`config.mk`:
```
export PLATFORM = sky130hd
export DESIGN_NAME = block_downscaler
export DESIGN_NICKNAME = d
export VERILOG_FILES = /design/src/rtl/block_downscaler.sv
export SDC_FILE = /design/constraint.sdc
export NUM_CORES = 1
export LEC_CHECK = 0
export CAP_MARGIN = 10
export CORE_MARGIN = 4
export CORE_UTILIZATION = 43
export CTS_CLUSTER_SIZE = 12
export DETAILED_ROUTE_END_ITERATION = 8
export MAX_ROUTING_LAYER = met4
export PLACE_DENSITY_LB_ADDON = 0.3
export RECOVER_POWER = 50
export SLEW_MARGIN = 25
export SYNTH_ARGS = -nofsm -noshare
export SYNTH_HDL_FRONTEND = slang
export SYNTH_SLANG_ARGS = --single-unit
```
`constraint.sdc`:
```
create_clock -name clk -period 3.8 [get_ports clk]
set_input_delay 0.38 -clock clk [delete_from_list [all_inputs] [get_ports clk]]
set_output_delay 0.38 -clock clk [all_outputs]
set_load 0.05 [all_outputs]
```
`src/rtl/block_downscaler.sv`:
```
// Block downscaler: walks a source frame in FACTOR x FACTOR blocks and streams one pixel per block.
// BLOCK_DOWNSCALER_AVG_EN selects box-filter averaging; when it is undefined the block is nearest-neighbour.
module block_downscaler #(
    parameter int SRC_W  = 320,
    parameter int SRC_H  = 240,
    parameter int FACTOR = 2,
    parameter int PIX_W  = 8,
    parameter int ADDR_W = 17,
    parameter int RD_LAT = 1
) (
    input  logic              clk,
    input  logic              rst_n,
    input  logic              start,
    output logic              mem_rd,
    output logic [ADDR_W-1:0] mem_addr,
    input  logic [PIX_W-1:0]  mem_q,
    output logic [PIX_W-1:0]  pix_out,
    output logic [ADDR_W-1:0] pix_index,
    output logic              pix_valid,
    input  logic              pix_ready,
    output logic              busy,
    output logic              done
);

    localparam int L     = $clog2(FACTOR);
    localparam int OUT_W = SRC_W / FACTOR;
    localparam int OUT_H = SRC_H / FACTOR;
    localparam int NPIX  = OUT_W * OUT_H;
`ifdef BLOCK_DOWNSCALER_AVG_EN
    localparam int NREADS = FACTOR * FACTOR;
    localparam int ACC_W  = PIX_W + 2 * L;
`else
    localparam int NREADS = 1;
`endif
    localparam int CW = 2 * L + 1;

    localparam logic [CW-1:0]     LAST_RD    = CW'(NREADS - 1);
    localparam logic [L-1:0]      LAST_COL   = L'(FACTOR - 1);
    localparam logic [ADDR_W-1:0] ROW_STRIDE = ADDR_W'(SRC_W);
    localparam logic [ADDR_W-1:0] BLK_STEP   = ADDR_W'(FACTOR);
    // Jump from the last block of a band to the first block of the next band.
    localparam logic [ADDR_W-1:0] BAND_STEP  = ADDR_W'((FACTOR - 1) * SRC_W + FACTOR);
    localparam logic [ADDR_W-1:0] LAST_OX    = ADDR_W'(OUT_W - 1);
    localparam logic [ADDR_W-1:0] LAST_PIX   = ADDR_W'(NPIX - 1);

    typedef enum logic [2:0] {
        S_IDLE,
        S_FETCH,
        S_DRAIN,
        S_OUT,
        S_DONE
    } state_t;

    state_t              state_q, state_d;
    logic [CW-1:0]       issCnt_q, issCnt_d;
    logic [CW-1:0]       rcvCnt_q, rcvCnt_d;
    logic [L-1:0]        col_q, col_d;
    logic [ADDR_W-1:0]   rowAddr_q, rowAddr_d;
    logic [ADDR_W-1:0]   addr_q, addr_d;
    logic [ADDR_W-1:0]   blkBase_q, blkBase_d;
    logic [ADDR_W-1:0]   ox_q, ox_d;
    logic [ADDR_W-1:0]   k_q, k_d;
    logic [PIX_W-1:0]    pixOut_q, pixOut_d;
    logic [RD_LAT-1:0]   rdPipe_q, rdPipe_d;
    logic [ADDR_W-1:0]   nextBase;
    logic                dataVld;
`ifdef BLOCK_DOWNSCALER_AVG_EN
    logic [ACC_W-1:0]    acc_q, acc_d;
    logic [ACC_W-1:0]    accSum;
`endif

    always_ff @(posedge clk or negedge rst_n) begin
        if (!rst_n) begin
            state_q   <= S_IDLE;
            issCnt_q  <= '0;
            rcvCnt_q  <= '0;
            col_q     <= '0;
            rowAddr_q <= '0;
            addr_q    <= '0;
            blkBase_q <= '0;
            ox_q      <= '0;
            k_q       <= '0;
            pixOut_q  <= '0;
            rdPipe_q  <= '0;
`ifdef BLOCK_DOWNSCALER_AVG_EN
            acc_q     <= '0;
`endif
        end else begin
            state_q   <= state_d;
            issCnt_q  <= issCnt_d;
            rcvCnt_q  <= rcvCnt_d;
            col_q     <= col_d;
            rowAddr_q <= rowAddr_d;
            addr_q    <= addr_d;
            blkBase_q <= blkBase_d;
            ox_q      <= ox_d;
            k_q       <= k_d;
            pixOut_q  <= pixOut_d;
            rdPipe_q  <= rdPipe_d;
`ifdef BLOCK_DOWNSCALER_AVG_EN
            acc_q     <= acc_d;
`endif
        end
    end

    always_comb begin
        state_d   = state_q;
        issCnt_d  = issCnt_q;
        rcvCnt_d  = rcvCnt_q;
        col_d     = col_q;
        rowAddr_d = rowAddr_q;
        addr_d    = addr_q;
        blkBase_d = blkBase_q;
        ox_d      = ox_q;
        k_d       = k_q;
        pixOut_d  = pixOut_q;
        nextBase  = blkBase_q;
        rdPipe_d  = '0;
`ifdef BLOCK_DOWNSCALER_AVG_EN
        acc_d     = acc_q;
        accSum    = acc_q + ACC_W'(mem_q);
`endif

        // Read strobes travel down this pipe so each datum is caught exactly RD_LAT cycles later.
        rdPipe_d[0] = (state_q == S_FETCH);
        for (int i = 1; i < RD_LAT; i++) begin
            rdPipe_d[i] = rdPipe_q[i-1];
        end

        case (state_q)
            S_IDLE: begin
                if (start) begin
                    state_d   = S_FETCH;
                    issCnt_d  = '0;
                    rcvCnt_d  = '0;
                    col_d     = '0;
                    rowAddr_d = '0;
                    addr_d    = '0;
                    blkBase_d = '0;
                    ox_d      = '0;
                    k_d       = '0;
                end
            end
            S_FETCH: begin
                issCnt_d = issCnt_q + CW'(1);
                if (col_q == LAST_COL) begin
                    col_d     = '0;
                    rowAddr_d = rowAddr_q + ROW_STRIDE;
                    addr_d    = rowAddr_q + ROW_STRIDE;
                end else begin
                    col_d  = col_q + L'(1);
                    addr_d = addr_q + ADDR_W'(1);
                end
                if (issCnt_q == LAST_RD) begin
                    state_d = S_DRAIN;
                end
            end
            S_OUT: begin
                if (pix_ready) begin
                    k_d = k_q + ADDR_W'(1);
                    if (k_q == LAST_PIX) begin
                        state_d = S_DONE;
                    end else begin
                        state_d = S_FETCH;
                        if (ox_q == LAST_OX) begin
                            ox_d     = '0;
                            nextBase = blkBase_q + BAND_STEP;
                        end else begin
                            ox_d     = ox_q + ADDR_W'(1);
                            nextBase = blkBase_q + BLK_STEP;
                        end
                        blkBase_d = nextBase;
                        rowAddr_d = nextBase;
                        addr_d    = nextBase;
                        col_d     = '0;
                        issCnt_d  = '0;
                        rcvCnt_d  = '0;
                    end
                end
            end
            S_DONE: begin
                state_d = S_IDLE;
            end
            default: begin
                state_d = state_q;
            end
        endcase

        dataVld = rdPipe_q[RD_LAT-1] && ((state_q == S_FETCH) || (state_q == S_DRAIN));
        if (dataVld) begin
            rcvCnt_d = rcvCnt_q + CW'(1);
`ifdef BLOCK_DOWNSCALER_AVG_EN
            acc_d = accSum;
            if (rcvCnt_q == LAST_RD) begin
                pixOut_d = PIX_W'(accSum >> (2 * L));
                state_d  = S_OUT;
            end
`else
            if (rcvCnt_q == LAST_RD) begin
                pixOut_d = mem_q;
                state_d  = S_OUT;
            end
`endif
        end

`ifdef BLOCK_DOWNSCALER_AVG_EN
        if ((state_d == S_FETCH) && (state_q != S_FETCH)) begin
            acc_d = '0;
        end
`endif
    end

    assign mem_rd    = (state_q == S_FETCH);
    assign mem_addr  = addr_q;
    assign pix_out   = pixOut_q;
    assign pix_index = k_q;
    assign pix_valid = (state_q == S_OUT);
    assign busy      = (state_q == S_FETCH) || (state_q == S_DRAIN) || (state_q == S_OUT);
    assign done      = (state_q == S_DONE);

endmodule

```
==> impl_metrics.ini <==
[global_routing]
busiest_layer = met2
grt_pass1_wl_mm = 23.93
use_met1 = 0.2731
grt_usage = 0.2015
grt_start_max_net_pins = 42
grt_overflow = 0
grt_pass1_vias = 4716
antenna_found_initial = 0
grt_util_met2 = 0.3113
grtUsageMet3 = 0.02634

[final_layout]
post-route-util = 0.5087
area_growth_pct = 16.51
final_nets = 721
drive_gt1_frac = 0.06686
antennaDiodeCount = 0
regArea_um2 = 2552
multi_input_area_um2 = 2907
instances_no_fill = 879
fin_area_um2 = 6710
n_fill_cell = 1197

[floorplanning]
initial_utilization = 0.4366
fp.dieH_um = 123.7
die_w_um = 123.7
rows = 42
num_io_pins = 58
dieArea_um2 = 15310
core_um2 = 13190

[critical_path]
crit_path_end_kind = flip-flop
worstPathCellList = or4b_4, nor4_1, a311o_1, buf_4, nor3_1, a21o_1
cp.arrival_ps = 3400
worstPathRequired_ps = 4030
crit_fanout = 24
slowest_delay_ps = 840
crit_slowest_cell = a311o_1
cpLargestDelayFamily = simple AND/OR/NAND/NOR gates
reg2reg_depth = 6
path_buf_inv = 1
worst-setup-path-type = flip-flop to flip-flop
cp-start-kind = flip-flop
cp.depth = 6

[logic_synthesis]
synth_top_area_share = 0.4432
synth_top_area_cell = dfrtp_1
avgSynthCellArea_um2 = 8.833
synth_flop_cell = dfrtp_1
yosysUniqueCellTypes = 60
synth_nets = 675
ys_ff_latch = 102
synth_top_cells_by_area = dfrtp_1, o21ai_0, nand2_1
synth_edf_count = 0
async_flop_share = 1.000
synth-seq-area-share = 0.4432
netlist_area_um2 = 5759
synth_most_common_cell = dfrtp_1
yosysWarnings = 0
synthTopCellsByCount = dfrtp_1, nand2_1, nor2_1
synthCells = 652

[timing]
fmax_ghz = 0.3160
worst_pin_slew_ps = 1971
finClkSkew_ps = 10.57
period_share = 0.8328
rsz0062_at_grt = no
setup_viol = 0
layout_setup_ws_ps = 635.2
drv_slew = 37
setup-tns-final_ps = 0
post-route-min-period_ps = 3165
relSlewSlack = -0.3140
hold_ws_ps = 488.7
hold_viol_final = 0

[clock_tree]
cts_buffers = 9
cts.sinks = 102
root_buffer = clkbuf_16
cts_tree = built
post_cts_buffers = 0
clk_pin_slew_ps = 70
clockBufferDepth = 2
htree_levels = 3
clock_latency_ps = 340

[worst_hold_path]
hp-class = flip-flop to flip-flop
holdPathStages = 2

[pwr]
pwr-share-comb = 0.434
finalPower_mw = 4.479
clockPowerShare = 0.207
switching_share = 0.4383
p_sw_mw = 1.963
powerDensity_nw_per_um2 = 667.4
intPower_mw = 2.516
power.share.sequential = 0.358
p_leak_nw = 2.844
peakVddDrop_mv = 0.2782

[detailed_routing]
drcViolationCount = 0
drtPass1Iterations = 5
route.vias.total = 4979
ant_nets = 0
wirelength_mm = 14.18
via_per_inst = 5.664
wire_per_inst_um = 16.13
drt_iter0_drc = 451

[place]
placed_cells = 862
gp_congestion = 0.8626
dp_hpwl_mm = 10.09
pre_cts_ws_ps = 805.0
post_dp_cell_area_um2 = 6460
io_buffers = 57

[outcome]
failed_checks = max-capacitance violations, max-slew violations
status = finished, violations left

[flow_run]
maxCapViolations = 1
-- cell usage in the layout, fill, tap and decap left out, types with 16 or more instances in the layout --
cell type | netlist | final
nand2_1 | 75 | 75
clkdlybuf4s50_1 | 0 | 42
o21ai_0 | 62 | 62
nand3_1 | 39 | 39
inv_1 | 17 | 17
nor2_1 | 75 | 75
a21oi_1 | 33 | 34
a31oi_1 | 17 | 16
nand4_1 | 16 | 16
xor2_1 | 18 | 18
dfrtp_1 | 102 | 102
xnor2_1 | 22 | 22
-- worst min-delay path, delay by kind of cell (launching register included) --
| kind | cells | cell delay [ps] |
|---|---|---|
| DFF | 1 | 350 |
| and+or+nand+nor | 2 | 110 |
-- kinds of logic (layout without fill, tap and decap cells) --
group / count (synthesis) / count (layout) / share of synthesized area
fa+ha+maj: 11 / 11 / 0.02390
buf+inv: 54 / 105 / 0.04497
compound gates: 165 / 165 / 0.1784
mux: 11 / 11 / 0.02107
simple gates: 269 / 269 / 0.2277
xor+xnor: 40 / 40 / 0.06083
flops: 102 / 102 / 0.4432
-- routing by layer --
metal,wire [µm],part of all wire
met5,0,0
met4,350,0.025
met3,463,0.033
met2,6939,0.49
met1,6427,0.45
-- layout make-up --
cell class | count | area share
Timing Repair Buffer | 71 | 0.09976
Inverter | 18 | 0.01007
Tap cell | 176 | 0.03282
Clock inverter | 3 | 0.006526
Clock buffer | 13 | 0.03729
Sequential cell | 102 | 0.3804
Multi-Input combinational cell | 496 | 0.4332
-- sequential cells by signal, indices dropped and copies added (netlist names), 3 cells and up --
signal,count
mem_addr,17
issCnt_q,3
pix_out,8
rcvCnt_q,3
rowAddr_q,16
state_q,3
blkBase_q,16
ox_q,17
pix_index,17
-- power groups by stage --
stage          logic (mW)  registers, mW  clock network, mW
5_1_grt              2.13           1.65              0.998
2_1_floorplan        1.07           1.95                  0
3_3_place_gp         1.93           1.61                  0
3_5_place_dp         1.97           1.63                  0
4_1_cts              1.98           1.61              0.955
6_report             1.94           1.61              0.928
-- what timing repair did --
action / in CTS / in global routing
hold endpoints to repair: 4 / 0
hold buffers: 1 / 0
gates resized for setup: 0 / 0
-- worst paths after layout --
kind                       slack (ps)             to           from
max reg2reg                       640   blkBase_q[3]  pix_index[12]
min reg2reg                       490   rowAddr_q[5]   rowAddr_q[5]
min                               490   rowAddr_q[5]   rowAddr_q[5]
max                               640   blkBase_q[3]  pix_index[12]
max in group asynchronous        1030    mem_addr[3]          rst_n
min in group asynchronous        1120  rowAddr_q[16]          rst_n
No activity file was read; power rests on OpenSTA's default activity.
